**src/rtl/extremum_tracker.sv**
```systemverilog
// Records peak/valley extrema flagged by the upstream slope stage, tagging each
// with its kind, sample value and distance from the previous extremum, into a 2-deep FIFO.
module extremum_tracker #(
    parameter int WIDTH = 16,
    parameter int CNTW  = 16
) (
    input  logic             clk,
    input  logic             rst,
    input  logic [WIDTH-1:0] datain,
    input  logic             posen,
    input  logic             negen,
    input  logic             out_ready,
    output logic             out_valid,
    output logic             out_kind,
    output logic [WIDTH-1:0] out_value,
    output logic [CNTW-1:0]  out_interval,
    output logic             out_first,
    output logic             overflow
);

    typedef enum logic {
        IDLE  = 1'b0,
        TRACK = 1'b1
    } state_t;

    state_t                      r_state;
    state_t                      w_nextState;

    logic [WIDTH-1:0]            r_prevSample;
    logic [CNTW-1:0]             r_interval;

    logic [1:0]                  r_kindMem;
    logic [1:0][WIDTH-1:0]       r_valueMem;
    logic [1:0][CNTW-1:0]        r_intervalMem;
    logic [1:0]                  r_firstMem;
    logic                        r_rdPtr;
    logic                        r_wrPtr;
    logic [1:0]                  r_count;
    logic                        r_overflow;

    logic                        w_event;
    logic                        w_kind;
    logic                        w_recFirst;
    logic [CNTW-1:0]             w_recInterval;
    logic                        w_valid;
    logic                        w_full;
    logic                        w_pop;
    logic                        w_push;
    logic                        w_drop;

    // A simultaneous posen/negen is treated as a peak.
    assign w_event = posen | negen;
    assign w_kind  = posen;

    assign w_valid = (r_count != 2'd0);
    assign w_full  = (r_count == 2'd2);
    assign w_pop   = w_valid & out_ready;
    assign w_push  = w_event & (~w_full | w_pop);
    assign w_drop  = w_event & w_full & ~w_pop;

    always_comb begin
        w_nextState   = r_state;
        w_recFirst    = 1'b0;
        w_recInterval = r_interval;
        case (r_state)
            IDLE: begin
                w_recFirst    = 1'b1;
                w_recInterval = '0;
                if (w_event) begin
                    w_nextState = TRACK;
                end
            end
            TRACK: begin
                w_nextState = TRACK;
            end
            default: begin
                w_nextState = IDLE;
            end
        endcase
    end

    always_ff @(posedge clk or posedge rst) begin
        if (rst) begin
            r_state      <= IDLE;
            r_prevSample <= '0;
            r_interval   <= '0;
        end else begin
            r_state      <= w_nextState;
            r_prevSample <= datain;
            if (w_event) begin
                r_interval <= CNTW'(1);
            end else if (r_interval != '1) begin
                r_interval <= r_interval + CNTW'(1);
            end
        end
    end

    // When full with a pop, the write slot equals the slot being popped, so overwriting it is safe.
    always_ff @(posedge clk or posedge rst) begin
        if (rst) begin
            r_kindMem     <= '0;
            r_valueMem    <= '0;
            r_intervalMem <= '0;
            r_firstMem    <= '0;
            r_rdPtr       <= 1'b0;
            r_wrPtr       <= 1'b0;
            r_count       <= 2'd0;
            r_overflow    <= 1'b0;
        end else begin
            if (w_push) begin
                r_kindMem[r_wrPtr]     <= w_kind;
                r_valueMem[r_wrPtr]    <= r_prevSample;
                r_intervalMem[r_wrPtr] <= w_recInterval;
                r_firstMem[r_wrPtr]    <= w_recFirst;
                r_wrPtr                <= ~r_wrPtr;
            end
            if (w_pop) begin
                r_rdPtr <= ~r_rdPtr;
            end
            case ({w_push, w_pop})
                2'b10:   r_count <= r_count + 2'd1;
                2'b01:   r_count <= r_count - 2'd1;
                default: r_count <= r_count;
            endcase
            if (w_drop) begin
                r_overflow <= 1'b1;
            end
        end
    end

    assign out_valid    = w_valid;
    assign out_kind     = w_valid ? r_kindMem[r_rdPtr]     : 1'b0;
    assign out_value    = w_valid ? r_valueMem[r_rdPtr]    : '0;
    assign out_interval = w_valid ? r_intervalMem[r_rdPtr] : '0;
    assign out_first    = w_valid ? r_firstMem[r_rdPtr]    : 1'b0;
    assign overflow     = r_overflow;

endmodule
```
**config.mk**
```make
export PLATFORM = sky130hd
export DESIGN_NAME = extremum_tracker
export DESIGN_NICKNAME = d
export VERILOG_FILES = /design/src/rtl/extremum_tracker.sv
export SDC_FILE = /design/constraint.sdc
export NUM_CORES = 1
export LEC_CHECK = 0
export ABC_CLOCK_PERIOD_IN_PS = 4100
export BUFFER_PORTS_ARGS = -buffer_cell sky130_fd_sc_hd__buf_2
export CELL_PAD_IN_SITES_DETAIL_PLACEMENT = 1
export CELL_PAD_IN_SITES_GLOBAL_PLACEMENT = 1
export CORE_UTILIZATION = 48
export CTS_BUF_LIST = sky130_fd_sc_hd__clkbuf_8
export DETAILED_ROUTE_END_ITERATION = 10
export GPL_ROUTABILITY_DRIVEN = 0
export PLACE_DENSITY = 0.81
export SYNTH_ARGS = -nofsm -noshare
export SYNTH_HDL_FRONTEND = slang
export SYNTH_SLANG_ARGS = --single-unit
export TNS_END_PERCENT = 50
```
**constraint.sdc**
```tcl
create_clock -name clk -period 4.1 [get_ports clk]
set_input_delay 0.41 -clock clk [delete_from_list [all_inputs] [get_ports clk]]
set_output_delay 0.41 -clock clk [all_outputs]
set_load 0.005 [all_outputs]
```
==> reports/results.tsv <==
stage	metric	value	unit
critical_path	Crit path buffers/inverters	1	
final_layout	Nets	477	
detailed_routing	drc violations	0	
run_status	status	finished, final reports clean	
power	Net Sw Frac	34.8	%
global_route	Remaining Overflow, GRT	0	
sta	period utilization	61.4	%
power	Leak	0.00239	µW
power	Psw	1100	µW
sta	count of final hold-check violations	0	
critical_path	critical path, cell by cell	mux2i_1 -> nor2_1 -> buf_2	
cts	CTS Hold Bufs	0	
final_layout	final cell count without fillers	587	
critical_path	kind of critical path	flip-flop to primary output	
critical_path	worst reg2reg path depth	4	
detailed_routing	wire length per cell	17.8	µm
run	max_cap viols	0	
yosys	syn avg cell area	11.1	µm²
critical_path	Worst setup EP type	primary output	
sta	Max-Slew Margin vs Limit	24.3	%
sta	Worst Hold Slack	127	ps
cts	number of gates resized after cts	0	
critical_path	WP depth	3	
sta	Fin Setup TNS	0	ps
placed_design	Placement Setup Slack	1740	ps
floorplan	Die X	99.6	µm
cts	deepest clock path buffer count	2	
sta	clock skew	15.5	ps
critical_path	CP required	3690	ps
cts	CTS tree	done	
hold_path	hold path cells	1	
floorplan	area of the core	0.00924	mm²
detailed_routing	antenna viol nets, final	0	
critical_path	Startpoint Class	flip-flop	
sta	Fmax achieved	397	MHz
cts	Skew-Pair Late Insertion Delay	380	ps
power	Power Density	621	mW/mm²
detailed_routing	first drt pass iteration count	4	
hold_path	worst min-delay path class	input port to flip-flop	
sta	RSZ-0062 raised after global routing	false	
sta	Worst-Margin Slew	1140	ps
final_layout	diode count	0	
floorplan	Initial Utilization	49.5	%
power	sequential power share	47.3	%
yosys	Post-Syn Area	0.00458	mm²
cts	Post-CTS Setup Inserts	0	
yosys	Syn. warnings	0	
floorplan	Core Rows	35	
critical_path	Max stage delay on crit path	1130	ps
detailed_routing	DR iter-0 viols	123	
cts	CTS Sinks	106	
floorplan	Top Ports	57	
cts	CTS Buf Count	9	
detailed_routing	Vias per Instance	5.51	
final_layout	ratio of cells with drive above 1 in the final layout	25.8	%
critical_path	Critical Path AT	2110	ps
yosys	Yosys top cell area share	58.0	%
global_route	gr usage total	22.9	%
yosys	Post-Synthesis Cells	412	
power	Clock Power Share	20.7	%
global_route	initial antenna violation count	0	
sta	Slew Viols, Final	0	
sta	Tmin final	2520	ps
yosys	post-synth cell types	38	
yosys	largest cells by area after synthesis	dfrtp_1 (58%), mux2_2 (8.4%), mux2i_1 (7.9%)	
power	P_int	2070	µW
power	Pwr Total	3170	µW
placed_design	Detailed Place HPWL	6.56	mm
placed_design	DP Cell Count	572	
global_route	first-pass GRT wire length	17.5	mm
yosys	sequential share of the synthesized area	58.0	%
cts	CTS clock-pin slew for the worst setup and hold paths	110	ps
yosys	#FFs+latches synth	106	
cts	Clock H-tree levels	3	
cts	Clock Tree Root	clkbuf_8	
floorplan	die area	0.00993	mm²
detailed_routing	Post-Route WL	10.5	mm
detailed_routing	detailed-route via count	3236	
final_layout	Synth-to-Final Area Change	11.7	%
final_layout	FILL cells	1030	
floorplan	Die Span Y	99.6	µm
sta	Final WS setup	1580	ps
global_route	number of global-route vias before repair	3472	
critical_path	Crit path max-delay family	flip-flops	
critical_path	CP max stage cell	dfrtp_2	
sta	final setup fails	0	
critical_path	crit-path max FO	35	
yosys	largest area contributor in the netlist	dfrtp_1	
power	Peak VDD IR	347	µV
global_route	largest net degree at the start of global routing	77	
power	Gate power share	32.1	%
yosys	Syn Nets	435	
placed_design	I/O Buffers	56	
[synth_stat cells]
cell type	instances
nand2_4	1
nand3_2	1
or4_1	1
nor3_1	5
a41oi_1	2
buf_4	5
or2_2	1
and4_1	3
nor3b_1	1
nand3b_1	1
ha_1	2
o21ai_0	40
a211oi_1	1
mux2i_1	36
dfrtp_1	106
nand4_1	5
o21bai_1	1
and2_1	1
a31oi_1	4
a21oi_1	4
nand2_1	59
xor2_1	3
mux2_2	34
buf_2	9
nand3_1	7
or3b_2	1
or3_1	5
xnor2_1	2
clkbuf_1	14
and3_1	2
o31ai_1	1
o41ai_1	1
o311ai_0	1
nor2_1	46
inv_1	3
a21o_1	1
nor4_2	1
nor4_4	1
[power by group through the flow]
stage          Clock, µW  Sequential [µW]  Combinational, µW
6_report             655             1500               1020
4_1_cts              675             1500               1040
3_5_place_dp           0             1510               1020
2_1_floorplan          0             1380                796
3_3_place_gp           0             1490                972
5_1_grt              709             1530               1120
[registers in the layout, summed over array words and instances, names as in the netlist]
name	count
r_rdPtr	1
overflow	1
r_intervalMem	32
r_valueMem	32
r_state	1
r_interval	16
r_firstMem	2
r_kindMem	2
r_count	2
r_prevSample	16
r_wrPtr	1
[cells in the final DEF, fill, tap and decap left out, types with 2 or more instances in the layout]
cell / count
a21oi_1: 4
a31oi_1: 4
a41oi_1: 2
and3_1: 2
and4_1: 3
buf_2: 56
buf_4: 3
clkbuf_8: 9
clkinv_4: 2
dfrtp_1: 105
ha_1: 2
inv_1: 2
mux2_2: 34
mux2i_1: 36
nand2_1: 59
nand3_1: 7
nand4_1: 5
nor2_1: 45
nor3_1: 5
o21ai_0: 40
or3_1: 4
xnor2_1: 2
xor2_1: 3
[stage by stage]
step / util [%] / instance area (µm²)
6_report: 55.3 / 5110
5_1_grt: 55.3 / 5110
4_1_cts: 55.3 / 5110
3_5_place_dp: 53.2 / 4910
3_3_place_gp: 53.2 / 4910
2_1_floorplan: - / 4580
[path summary, 6_finish.rpt]
| check | startpoint | to | slack, ps |
|---|---|---|---|
| worst max-delay path | r_rdPtr$_DFFE_PP0N_ | out_interval[10] | 1580 |
| worst min-delay path | datain[3] | r_prevSample[3]$_DFF_PP0_ | 130 |
| worst max register to register | r_count[0]$_DFFE_PP0P_ | r_valueMem[17]$_DFFE_PP0P_ | 1820 |
| worst min register to register | r_intervalMem[20]$_DFFE_PP0P_ | r_intervalMem[20]$_DFFE_PP0P_ | 490 |
| max in group asynchronous | rst | r_valueMem[29]$_DFFE_PP0P_ | 2890 |
| min in group asynchronous | rst | r_prevSample[8]$_DFF_PP0_ | 230 |
[cells by family after synthesis]
| group | share of synthesized area, % |
|---|---|
| xor+xnor | 0.957 |
| simple gates | 14.3 |
| compound gates | 6.78 |
| flops | 58.0 |
| mux | 16.2 |
| fa+ha+maj | 0.547 |
| buf+inv | 3.20 |
[metal layers]
layer,wire length (µm),global-route usage (%),vias up
li1,-,-,1504
met4,150,8.03,0
met3,238,3.79,13
met2,5470,39.5,45
met1,4600,29.2,1674
met5,0,0,-
[cell type report]
cell class,count,area [µm²],area share (%)
multi-input combinational,275,1780,34.8
clock buffer,9,124,2.42
inverter,3,13.8,0.269
timing repair buffer,59,303,5.92
tap,129,161,3.16
sequential,106,2650,51.9
clock inverter,6,75.1,1.47
No activity file was read; power rests on OpenSTA's default activity.
